**config.mk**
```make
export PLATFORM = sky130hd
export DESIGN_NAME = rom_loader_flat
export DESIGN_NICKNAME = d
export VERILOG_FILES = /design/src/rtl/rom_loader_if.sv /design/src/rtl/rom_loader.sv /design/src/flat_wrapper.sv
export SDC_FILE = /design/constraint.sdc
export NUM_CORES = 1
export LEC_CHECK = 0
export ABC_CLOCK_PERIOD_IN_PS = 5250
export CORE_UTILIZATION = 52
export CTS_CLUSTER_SIZE = 25
export DETAILED_ROUTE_END_ITERATION = 8
export PLACE_DENSITY = 0.81
export SLEW_MARGIN = 20
export SYNTH_ARGS = -nofsm -noshare
export SYNTH_HDL_FRONTEND = slang
export SYNTH_SLANG_ARGS = --single-unit
```
**constraint.sdc**
```tcl
create_clock -name clock -period 5.25 [get_ports clock]
set_input_delay 1.05 -clock clock [delete_from_list [all_inputs] [get_ports clock]]
set_output_delay 1.05 -clock clock [all_outputs]
set_load 0.02 [all_outputs]
```
**src/rtl/rom_loader_if.sv**
```systemverilog
// ============================================================================
//  Module      : rom_loader_if
//  Description : ROM read port and memory write port seen by the boot loader.
//                The master side is the loader; the slave side is the ROM
//                and memory write arbiter.
//  Revision    : 1.0  initial release
// ============================================================================
`default_nettype none

interface rom_loader_if;
  // ROM read port: combinational byte and last-address flag
  logic [31:0] rom_address;
  logic [7:0]  rom_byte;
  logic        rom_done;

  // Memory write port: request held until acknowledged
  logic [31:0] mem_address;
  logic [7:0]  mem_data;
  logic        mem_write_request;
  logic        mem_write_ack;

  modport master (
    output rom_address,
    input  rom_byte,
    input  rom_done,
    output mem_address,
    output mem_data,
    output mem_write_request,
    input  mem_write_ack
  );

  modport slave (
    input  rom_address,
    output rom_byte,
    output rom_done,
    input  mem_address,
    input  mem_data,
    input  mem_write_request,
    output mem_write_ack
  );
endinterface

`default_nettype wire

```
**src/rtl/rom_loader.sv**
```systemverilog
// ============================================================================
//  Module      : rom_loader
//  Description : Boot-time sequencer. Copies the program ROM byte by byte
//                into main memory through a request/acknowledge write port,
//                holding the CPU in reset until the copy has finished.
//                Stops on the ROM done flag or on the MAX_BYTES length guard.
//  Revision    : 1.0  initial release
// ============================================================================
`default_nettype none

module rom_loader #(
  parameter logic [31:0] BASE_ADDR = 32'd0,
  parameter logic [31:0] MAX_BYTES = 32'd65536
) (
  input  wire logic        clock,
  input  wire logic        reset,
  input  wire logic        start,
  rom_loader_if.master     bus,
  output logic             cpu_hold,
  output logic             busy,
  output logic             load_complete,
  output logic             overrun,
  output logic [31:0]      bytes_written
);

  typedef enum logic [1:0] {
    S_IDLE  = 2'd0,
    S_FETCH = 2'd1,
    S_WRITE = 2'd2,
    S_DONE  = 2'd3
  } state_t;

  // ROM address that is forced to be the final byte of the image
  localparam logic [31:0] LAST_ADDR = MAX_BYTES - 32'd1;
  localparam logic [31:0] COUNT_MAX = 32'hFFFF_FFFF;

  state_t      state_q,         state_d;
  logic [31:0] rom_address_q,   rom_address_d;
  logic [31:0] mem_address_q,   mem_address_d;
  logic [7:0]  mem_data_q,      mem_data_d;
  logic        mem_request_q,   mem_request_d;
  logic        cpu_hold_q,      cpu_hold_d;
  logic        overrun_q,       overrun_d;
  logic [31:0] bytes_written_q, bytes_written_d;
  logic        last_q,          last_d;
  logic        guard_q,         guard_d;

  logic        at_guard_addr;

  assign at_guard_addr = (rom_address_q == LAST_ADDR);

  // Next-state and datapath: one FETCH cycle to capture the ROM byte, then
  // WRITE until the arbiter accepts it.
  always_comb begin
    state_d         = state_q;
    rom_address_d   = rom_address_q;
    mem_address_d   = mem_address_q;
    mem_data_d      = mem_data_q;
    cpu_hold_d      = cpu_hold_q;
    overrun_d       = overrun_q;
    bytes_written_d = bytes_written_q;
    last_d          = last_q;
    guard_d         = guard_q;

    case (state_q)
      S_IDLE, S_DONE: begin
        if (start) begin
          state_d         = S_FETCH;
          rom_address_d   = 32'd0;
          mem_address_d   = BASE_ADDR;
          bytes_written_d = 32'd0;
          overrun_d       = 1'b0;
          cpu_hold_d      = 1'b1;
        end
      end

      S_FETCH: begin
        // rom_done is only trusted here, while rom_address is stable
        mem_data_d = bus.rom_byte;
        last_d     = bus.rom_done | at_guard_addr;
        guard_d    = ~bus.rom_done & at_guard_addr;
        state_d    = S_WRITE;
      end

      S_WRITE: begin
        if (bus.mem_write_ack) begin
          if (bytes_written_q != COUNT_MAX) begin
            bytes_written_d = bytes_written_q + 32'd1;
          end
          if (last_q) begin
            state_d    = S_DONE;
            overrun_d  = guard_q;
            cpu_hold_d = 1'b0;
          end else begin
            // Memory address tracks BASE_ADDR + rom_address and may wrap
            rom_address_d = rom_address_q + 32'd1;
            mem_address_d = mem_address_q + 32'd1;
            state_d       = S_FETCH;
          end
        end
      end

      default: begin
        state_d = S_IDLE;
      end
    endcase

    // Request is registered so it is high exactly while in WRITE
    mem_request_d = (state_d == S_WRITE);
  end

  // State and datapath registers with asynchronous reset
  always_ff @(posedge clock or posedge reset) begin
    if (reset) begin
      state_q         <= S_IDLE;
      rom_address_q   <= 32'd0;
      mem_address_q   <= BASE_ADDR;
      mem_data_q      <= 8'd0;
      mem_request_q   <= 1'b0;
      cpu_hold_q      <= 1'b1;
      overrun_q       <= 1'b0;
      bytes_written_q <= 32'd0;
      last_q          <= 1'b0;
      guard_q         <= 1'b0;
    end else begin
      state_q         <= state_d;
      rom_address_q   <= rom_address_d;
      mem_address_q   <= mem_address_d;
      mem_data_q      <= mem_data_d;
      mem_request_q   <= mem_request_d;
      cpu_hold_q      <= cpu_hold_d;
      overrun_q       <= overrun_d;
      bytes_written_q <= bytes_written_d;
      last_q          <= last_d;
      guard_q         <= guard_d;
    end
  end

  assign bus.rom_address       = rom_address_q;
  assign bus.mem_address       = mem_address_q;
  assign bus.mem_data          = mem_data_q;
  assign bus.mem_write_request = mem_request_q;
  assign cpu_hold              = cpu_hold_q;
  assign busy                  = (state_q == S_FETCH) || (state_q == S_WRITE);
  assign load_complete         = (state_q == S_DONE);
  assign overrun               = overrun_q;
  assign bytes_written         = bytes_written_q;

endmodule

`default_nettype wire

```
**src/flat_wrapper.sv**
```systemverilog
// flat-port wrapper written by rule: the top's interface ports become plain ports
module rom_loader_flat 
#(
  parameter logic [31:0] BASE_ADDR = 32'd0,
  parameter logic [31:0] MAX_BYTES = 32'd65536
)
  (clock, reset, start, cpu_hold, busy, load_complete, overrun, bytes_written, bus_rom_address, bus_rom_byte, bus_rom_done, bus_mem_address, bus_mem_data, bus_mem_write_request, bus_mem_write_ack);
  rom_loader_if bus_i ();
  input  wire logic clock;
  input  wire logic reset;
  input  wire logic start;
  output logic cpu_hold;
  output logic busy;
  output logic load_complete;
  output logic overrun;
  output logic [31:0] bytes_written;
  output wire logic [$bits(bus_i.rom_address)-1:0] bus_rom_address;
  input wire logic [$bits(bus_i.rom_byte)-1:0] bus_rom_byte;
  input wire logic [$bits(bus_i.rom_done)-1:0] bus_rom_done;
  output wire logic [$bits(bus_i.mem_address)-1:0] bus_mem_address;
  output wire logic [$bits(bus_i.mem_data)-1:0] bus_mem_data;
  output wire logic [$bits(bus_i.mem_write_request)-1:0] bus_mem_write_request;
  input wire logic [$bits(bus_i.mem_write_ack)-1:0] bus_mem_write_ack;
  assign bus_rom_address = bus_i.rom_address;
  assign bus_i.rom_byte = bus_rom_byte;
  assign bus_i.rom_done = bus_rom_done;
  assign bus_mem_address = bus_i.mem_address;
  assign bus_mem_data = bus_i.mem_data;
  assign bus_mem_write_request = bus_i.mem_write_request;
  assign bus_i.mem_write_ack = bus_mem_write_ack;
  rom_loader #(.BASE_ADDR(BASE_ADDR), .MAX_BYTES(MAX_BYTES)) u_core (.clock(clock), .reset(reset), .start(start), .bus(bus_i), .cpu_hold(cpu_hold), .busy(busy), .load_complete(load_complete), .overrun(overrun), .bytes_written(bytes_written));
endmodule
```
==> results of run 1 <==
[cell usage after synthesis, types with 6 or more instances]
library cell / number
dfrtp_1: 110
nor2_1: 61
nand2_1: 59
nand3_1: 38
o21ai_0: 36
nand4_1: 26
xnor2_1: 24
clkbuf_1: 22
and3_1: 20
inv_1: 19
nor4_1: 18
and4_1: 17
nor3_1: 17
o31ai_1: 17
a21oi_1: 16
xor2_1: 16
a31oi_1: 15
buf_2: 9
mux2_2: 9
or4_1: 8
a211o_1: 7
nor4_2: 7
a21o_1: 6
ha_1: 6
or3_1: 6
[power groups by stage]
stage / clock, mW / sequential, mW / combinational (mW)
2_1_floorplan: 0 / 1.03 / 0.433
3_3_place_gp: 0 / 0.978 / 0.731
3_5_place_dp: 0 / 0.983 / 0.756
4_1_cts: 0.709 / 0.966 / 0.761
5_1_grt: 0.745 / 0.975 / 0.816
6_report: 0.703 / 0.967 / 0.757
[state kept, by name, summed over array words and instances (netlist names)]
register,count
u_core.bytes_written,32
u_core.state_q,2
u_core.bus.mem_data,8
u_core.guard_q,1
u_core.bus.rom_address,32
u_core.bus.mem_address,32
u_core.bus.mem_write_request,1
u_core.last_q,1
u_core.cpu_hold,1
u_core.overrun,1
[worst min path at each step]
stage,endpoint,slack [ps],from
floorplan,u_core.guard_q,480,u_core.guard_q
global placement,u_core.bus.mem_data[3],490,u_core.bus.mem_data[3]
detailed placement,u_core.bus.mem_data[5],500,u_core.bus.mem_data[5]
CTS,u_core.bus.mem_data[5],510,u_core.bus.mem_data[5]
global route,u_core.bus.mem_data[6],530,u_core.bus.mem_data[6]
finish,u_core.bus.mem_data[5],510,u_core.bus.mem_data[5]
[worst max-delay path, cell delays in order]
cell and delay (ps):
clkdlybuf4s50_1 580, nand2b_1 160, a2111oi_4 780, nand3_1 470, or4_1 580, a21oi_1 160
[final cells by class]
class	count	area, µm²	area share (%)
multi-input cells	471	2950	39.1
repair buffers	128	1260	16.7
well taps	140	175	2.32
clock buffers	10	239	3.17
flip-flops and latches	111	2780	36.8
inverters	19	76.3	1.01
clock inverters	6	60.1	0.796
[logic make-up (layout without fill, tap and decap cells)]
kind of cell / after synthesis / in the layout / synth area share [%]
AOI/OAI and AO/OA: 121 / 121 / 13.7
adders and majority gates: 6 / 6 / 1.26
DFF: 111 / 111 / 46.8
muxes: 12 / 12 / 2.21
and+or+nand+nor: 292 / 292 / 26.6
xor gates and xnor gates: 40 / 40 / 5.90
buffers and inverters: 53 / 163 / 3.56
[cells in the final DEF (no fill, tap or decap), types with 16 or more instances in the layout]
| cell | instances |
|---|---|
| nand3_1 | 38 |
| a21oi_1 | 16 |
| xnor2_1 | 24 |
| dfrtp_1 | 110 |
| and4_1 | 17 |
| nor2_1 | 60 |
| nand2_1 | 59 |
| nor4_1 | 18 |
| nor3_1 | 17 |
| inv_1 | 18 |
| nand4_1 | 26 |
| and3_1 | 20 |
| xor2_1 | 16 |
| clkdlybuf4s50_1 | 121 |
| o21ai_0 | 36 |
| o31ai_1 | 17 |
[routing by layer]
metal	vias up	track usage [%]	share of wire [%]	routed length (µm)
met5	-	0	0	0
met4	0	12.3	2.4	380
met3	33	4.90	6.0	937
met2	218	44.1	48	7550
met1	2662	38.2	43	6800
li1	2549	-	-	-
==> flow_metrics.tcl, run 1 <==
set metrics [dict create \
    grt_pass1_wl_um 25900 \
    fin_crit_ps 3510 \
    track_usage_pct 28.1 \
    r2r-end "u_core.bus.mem_address[31]" \
    syn_area_mm2 0.00594 \
    hold_viol 0 \
    routed_via_density 6.17 \
    dp_hpwl_um 10700 \
    insertion_delay_ps 360 \
    holdPathStages 1 \
    ios 122 \
    dp_worst_setup_slack_ps 1390 \
    start_util_pct 54.1 \
    fin_ws_ps 1740 \
    synthCells 635 \
    setup_viol 0 \
    diodes 0 \
    cts_hold_repair.buffers 0 \
    rows 38 \
    reg2reg_slack_ps 2150 \
    critPathKind "primary input to flip-flop" \
    dieArea_mm2 0.0119 \
    synth_warnings 0 \
    pwr-share-seq_pct 39.8 \
    final_area_mm2 0.00754 \
    path_clk_slew_ps 70 \
    final_util_pct 68.7 \
    drtAntennaViolNets 0 \
    syn_area_per_cell_um2 9.35 \
    worst_pin_slew_ps 829 \
    startpoint "bus_mem_write_ack" \
    finClkSkew_ps 9.94 \
    rsz0062_at_grt "no" \
    clkSinkCount 111 \
    maxSlewViolCount 0 \
    dp_cells 869 \
    worst_ep_required_time_ps 5530 \
    yosysSeqAreaShare_pct 46.8 \
    drt_iter0_drc 416 \
    cts-htree-levels 3 \
    max_freq_mhz 285 \
    period_share_pct 66.8 \
    crit_path_start_kind "primary input" \
    synth_cell_types 52 \
    gp_congestion 0.882 \
    synth_ff_type "dfrtp_1" \
    yosys.area.top_type "dfrtp_1" \
    vdd_drop_max_v 0.000203 \
    antenna_found_initial 0 \
    cp.arrival_ps 3790 \
    post-cts-setup-buffer-count 0 \
    finalWirelength_um 15700 \
    max-slew-margin-rel_pct 44.6 \
    synth_top_area_share_pct 46.4 \
    cts_buffer_depth 2 \
    drive_above_1_share_pct 6.44 \
    syn-num-nets 654 \
    power_frac_comb_pct 31.2 \
    fin_nets 759 \
    p_leak_nw 3.10 \
    cts-resized-gates 0 \
    grt_pass1_vias 5230 \
    synth-edff-count 0 \
    die_w_um 109 \
    cts_buffers 9 \
    place_area_mm2 0.00724 \
    portBuffers 121 \
    clock_power_share_pct 29.0 \
    r2r_cells 7 \
    dr.pass1.iters 5 \
    synthArstFlopShare_pct 100 \
    p_total_mw 2.43 \
    worst-path-max-fanout 15 \
    rr_startpoint "u_core.state_q[0]" \
    fill_cells 844 \
    drc 0 \
    hold_ws_ps 511 \
    instances_no_fill 885 \
    grt.overflow.total 0 \
    status "completed" \
    cp-end-kind "flip-flop" \
    coreArea_mm2 0.0110 \
    die_h_um 109 \
    syn_to_final_growth_pct 27.1 \
    drv_cap 0 \
    num_vias 5462 \
    hold_class "flip-flop to flip-flop" \
    crit_end "u_core.bus.mem_address[31]" \
    cts_tree "built" \
    ys_seq_elements 111 \
    wire_per_inst_um 17.7 \
    power_density_mw_per_mm2 322 \
    switching_power_uw 882 \
    intPower_mw 1.55 \
    grt_max_degree 82 \
    tns_ps 0 \
    cts_root_buf "clkbuf_16" \
    p_sw_share_pct 36.3 \
    synthTopCellsByArea "dfrtp_1 46%, nor2_1 3.9%, nand2_1 3.7%" \
]
Power figures use the tool's default switching activity.
==> run 2, diff against run 1 <==
--- a/config.mk
+++ b/config.mk
@@ -5,11 +5,11 @@
 export SDC_FILE = /design/constraint.sdc
 export NUM_CORES = 1
 export LEC_CHECK = 0
-export ABC_CLOCK_PERIOD_IN_PS = 5250
-export CORE_UTILIZATION = 52
+export ABC_CLOCK_PERIOD_IN_PS = 3200
+export CORE_UTILIZATION = 47
 export CTS_CLUSTER_SIZE = 25
 export DETAILED_ROUTE_END_ITERATION = 8
-export PLACE_DENSITY = 0.81
+export PLACE_DENSITY = 0.77
 export SLEW_MARGIN = 20
 export SYNTH_ARGS = -nofsm -noshare
 export SYNTH_HDL_FRONTEND = slang
==> constraint.sdc (replaced) <==
create_clock -name clock -period 3.2 [get_ports clock]
set_input_delay 0.64 -clock clock [delete_from_list [all_inputs] [get_ports clock]]
set_output_delay 0.64 -clock clock [all_outputs]
set_load 0.02 [all_outputs]
==> run 2 against run 1 <==
  * Critical path type is now flip-flop to flip-flop
  * Clock-buffer cell count increased by 1
  * Final area increased by 1.8%
  * Hold slack about the same
  * Critical path depth up 1
  * Critical endpoint unchanged
  * Register-to-register slack lost 1900 ps
  * Non-clock buffer count grew 6
==> flow_metrics.tcl, run 2 (synthesized netlist as in run 1, its figures left out) <==
set metrics [dict create \
    reg2reg_slack_ps 270 \
    rows 40 \
    dr.pass1.iters 7 \
    worst_ep_required_time_ps 3480 \
    gp_congestion 0.926 \
    setup_viol 0 \
    final_common_cell "clkdlybuf4s50_1" \
    cts_root_buf "clkbuf_16" \
    die_w_um 114 \
    drtAntennaViolNets 0 \
    place_area_mm2 0.00735 \
    wire_per_inst_um 17.6 \
    cts_hold_repair.buffers 0 \
    final_cell_mix "121 x clkdlybuf4s50_1, 110 x dfrtp_1, 60 x nor2_1" \
    holdPathStages 1 \
    critPathKind "flip-flop to flip-flop" \
    rr_startpoint "u_core.state_q[0]" \
    final_area_mm2 0.00768 \
    worst-path-max-fanout 15 \
    cts_buffers 9 \
    finClkSkew_ps 12.8 \
    rsz0062_at_grt "no" \
    max_stage_delay_ps 550 \
    hold_class "flip-flop to flip-flop" \
    path_cells "inv_1 -> ha_1 -> mux2i_1 -> a2111oi_4 -> nand3_1 -> or4_1 -> a21oi_1" \
    max-slew-margin-rel_pct 42.9 \
    insertion_delay_ps 360 \
    critical-path-slowest-cell "or4_1" \
    fin_nets 765 \
    antenna_found_initial 0 \
    status "completed" \
    finalWirelength_um 16100 \
    drive_above_1_share_pct 7.06 \
    drv_cap 0 \
    grt.overflow.total 0 \
    dp_worst_setup_slack_ps 290 \
    cts-resized-gates 0 \
    fin_crit_ps 2930 \
    dieArea_mm2 0.0131 \
    path_clk_slew_ps 70 \
    post-cts-setup-buffer-count 0 \
    syn_to_final_growth_pct 29.3 \
    die_h_um 114 \
    num_vias 5516 \
    cts_buffer_depth 2 \
    cp.arrival_ps 3210 \
    r2r_cells 7 \
    coreArea_mm2 0.0122 \
    power_density_mw_per_mm2 538 \
    grt_pass1_vias 5394 \
    ios 122 \
    r2r-end "u_core.bus.mem_address[31]" \
    cp-end-kind "flip-flop" \
    drt_iter0_drc 371 \
    p_total_mw 4.13 \
    portBuffers 121 \
    dp_hpwl_um 11000 \
    crit_path_start_kind "flip-flop" \
    grt_max_degree 112 \
    max_freq_mhz 341 \
    vdd_drop_max_v 0.000392 \
    routed_via_density 6.00 \
    start_util_pct 48.8 \
    p_leak_nw 3.16 \
    track_usage_pct 26.0 \
    diodes 0 \
    grt_pass1_wl_um 27000 \
    hold_end "u_core.bus.mem_data[0]" \
    drc 0 \
    cts-htree-levels 3 \
    worst_pin_slew_ps 849 \
    cts_tree "built" \
    min_from "u_core.bus.mem_data[0]" \
    tns_ps 0 \
    maxSlewViolCount 0 \
    clkSinkCount 111 \
    hold_viol 0 \
    fin_ws_ps 266 \
    period_share_pct 91.7 \
]
[run 2: cell types whose count changed in the layout (fill, tap and decap cells not counted)]
cell,previous run,this run
clkinvlp_4,2,1
a21o_2,1,0
clkbuf_8,1,2
buf_12,0,2
clkinv_2,3,2
a21o_1,5,6
buf_4,7,11
bufinv_16,1,2
[run 2: power by group]
part / switching (mW) / internal [mW] / total [mW] / leakage (nW)
logic: 0.849 / 0.446 / 1.29 / 1.47
clock network: 0.522 / 0.730 / 1.25 / 0.166
registers: 0.0797 / 1.51 / 1.59 / 1.52
total: 1.45 / 2.68 / 4.13 / 3.16
[run 2: worst max-delay path: cells and delay by family (launching register included)]
| family | cells | cell delay [ps] |
|---|---|---|
| multiplexers | 1 | 360 |
| adder cells (fa/ha/maj) | 1 | 540 |
| AO/OA/AOI/OAI | 2 | 560 |
| AND/OR/NAND/NOR | 2 | 900 |
| buffers and inverters | 1 | 80 |
| flip-flops | 1 | 420 |
[run 2: through the flow]
step | cells | utilization (%) | hold WS (ps)
6_report | 919 | 63.1 | 511
5_1_grt | 919 | 63.1 | 540
4_1_cts | 919 | 63.1 | 515
3_5_place_dp | 903 | 60.4 | 498
3_3_place_gp | 903 | 60.4 | 495
2_1_floorplan | 635 | - | 481
[run 2: worst max path at each step]
stage	startpoint	end	cells after the start
2_1_floorplan	u_core.state_q[0]	u_core.bus.mem_address[21]	8
3_3_place_gp	bus_mem_write_ack	u_core.bus.mem_address[31]	6
3_5_place_dp	bus_mem_write_ack	u_core.bus.mem_address[31]	6
4_1_cts	u_core.state_q[0]	u_core.bus.mem_address[31]	7
5_1_grt	u_core.state_q[0]	u_core.bus.mem_address[31]	7
6_report	u_core.state_q[0]	u_core.bus.mem_address[31]	7
[run 2: layout make-up]
type	count	area, µm²
flip-flops and latches	111	2780
multi-input cells	471	2950
clock inverters	5	78.8
clock buffers	11	253
inverters	19	75.1
fillers	1022	4480
repair buffers	134	1330
well taps	168	210
[run 2: routing by layer]
metal  track usage [%]  part of all wire (%)  vias to the layer above
li1                  -                     -                     2561
met1              34.8                    44                     2716
met2              42.2                    48                      208
met3              4.61                   6.1                       31
met4              9.78                   1.8                        0
met5                 0                     0                        -
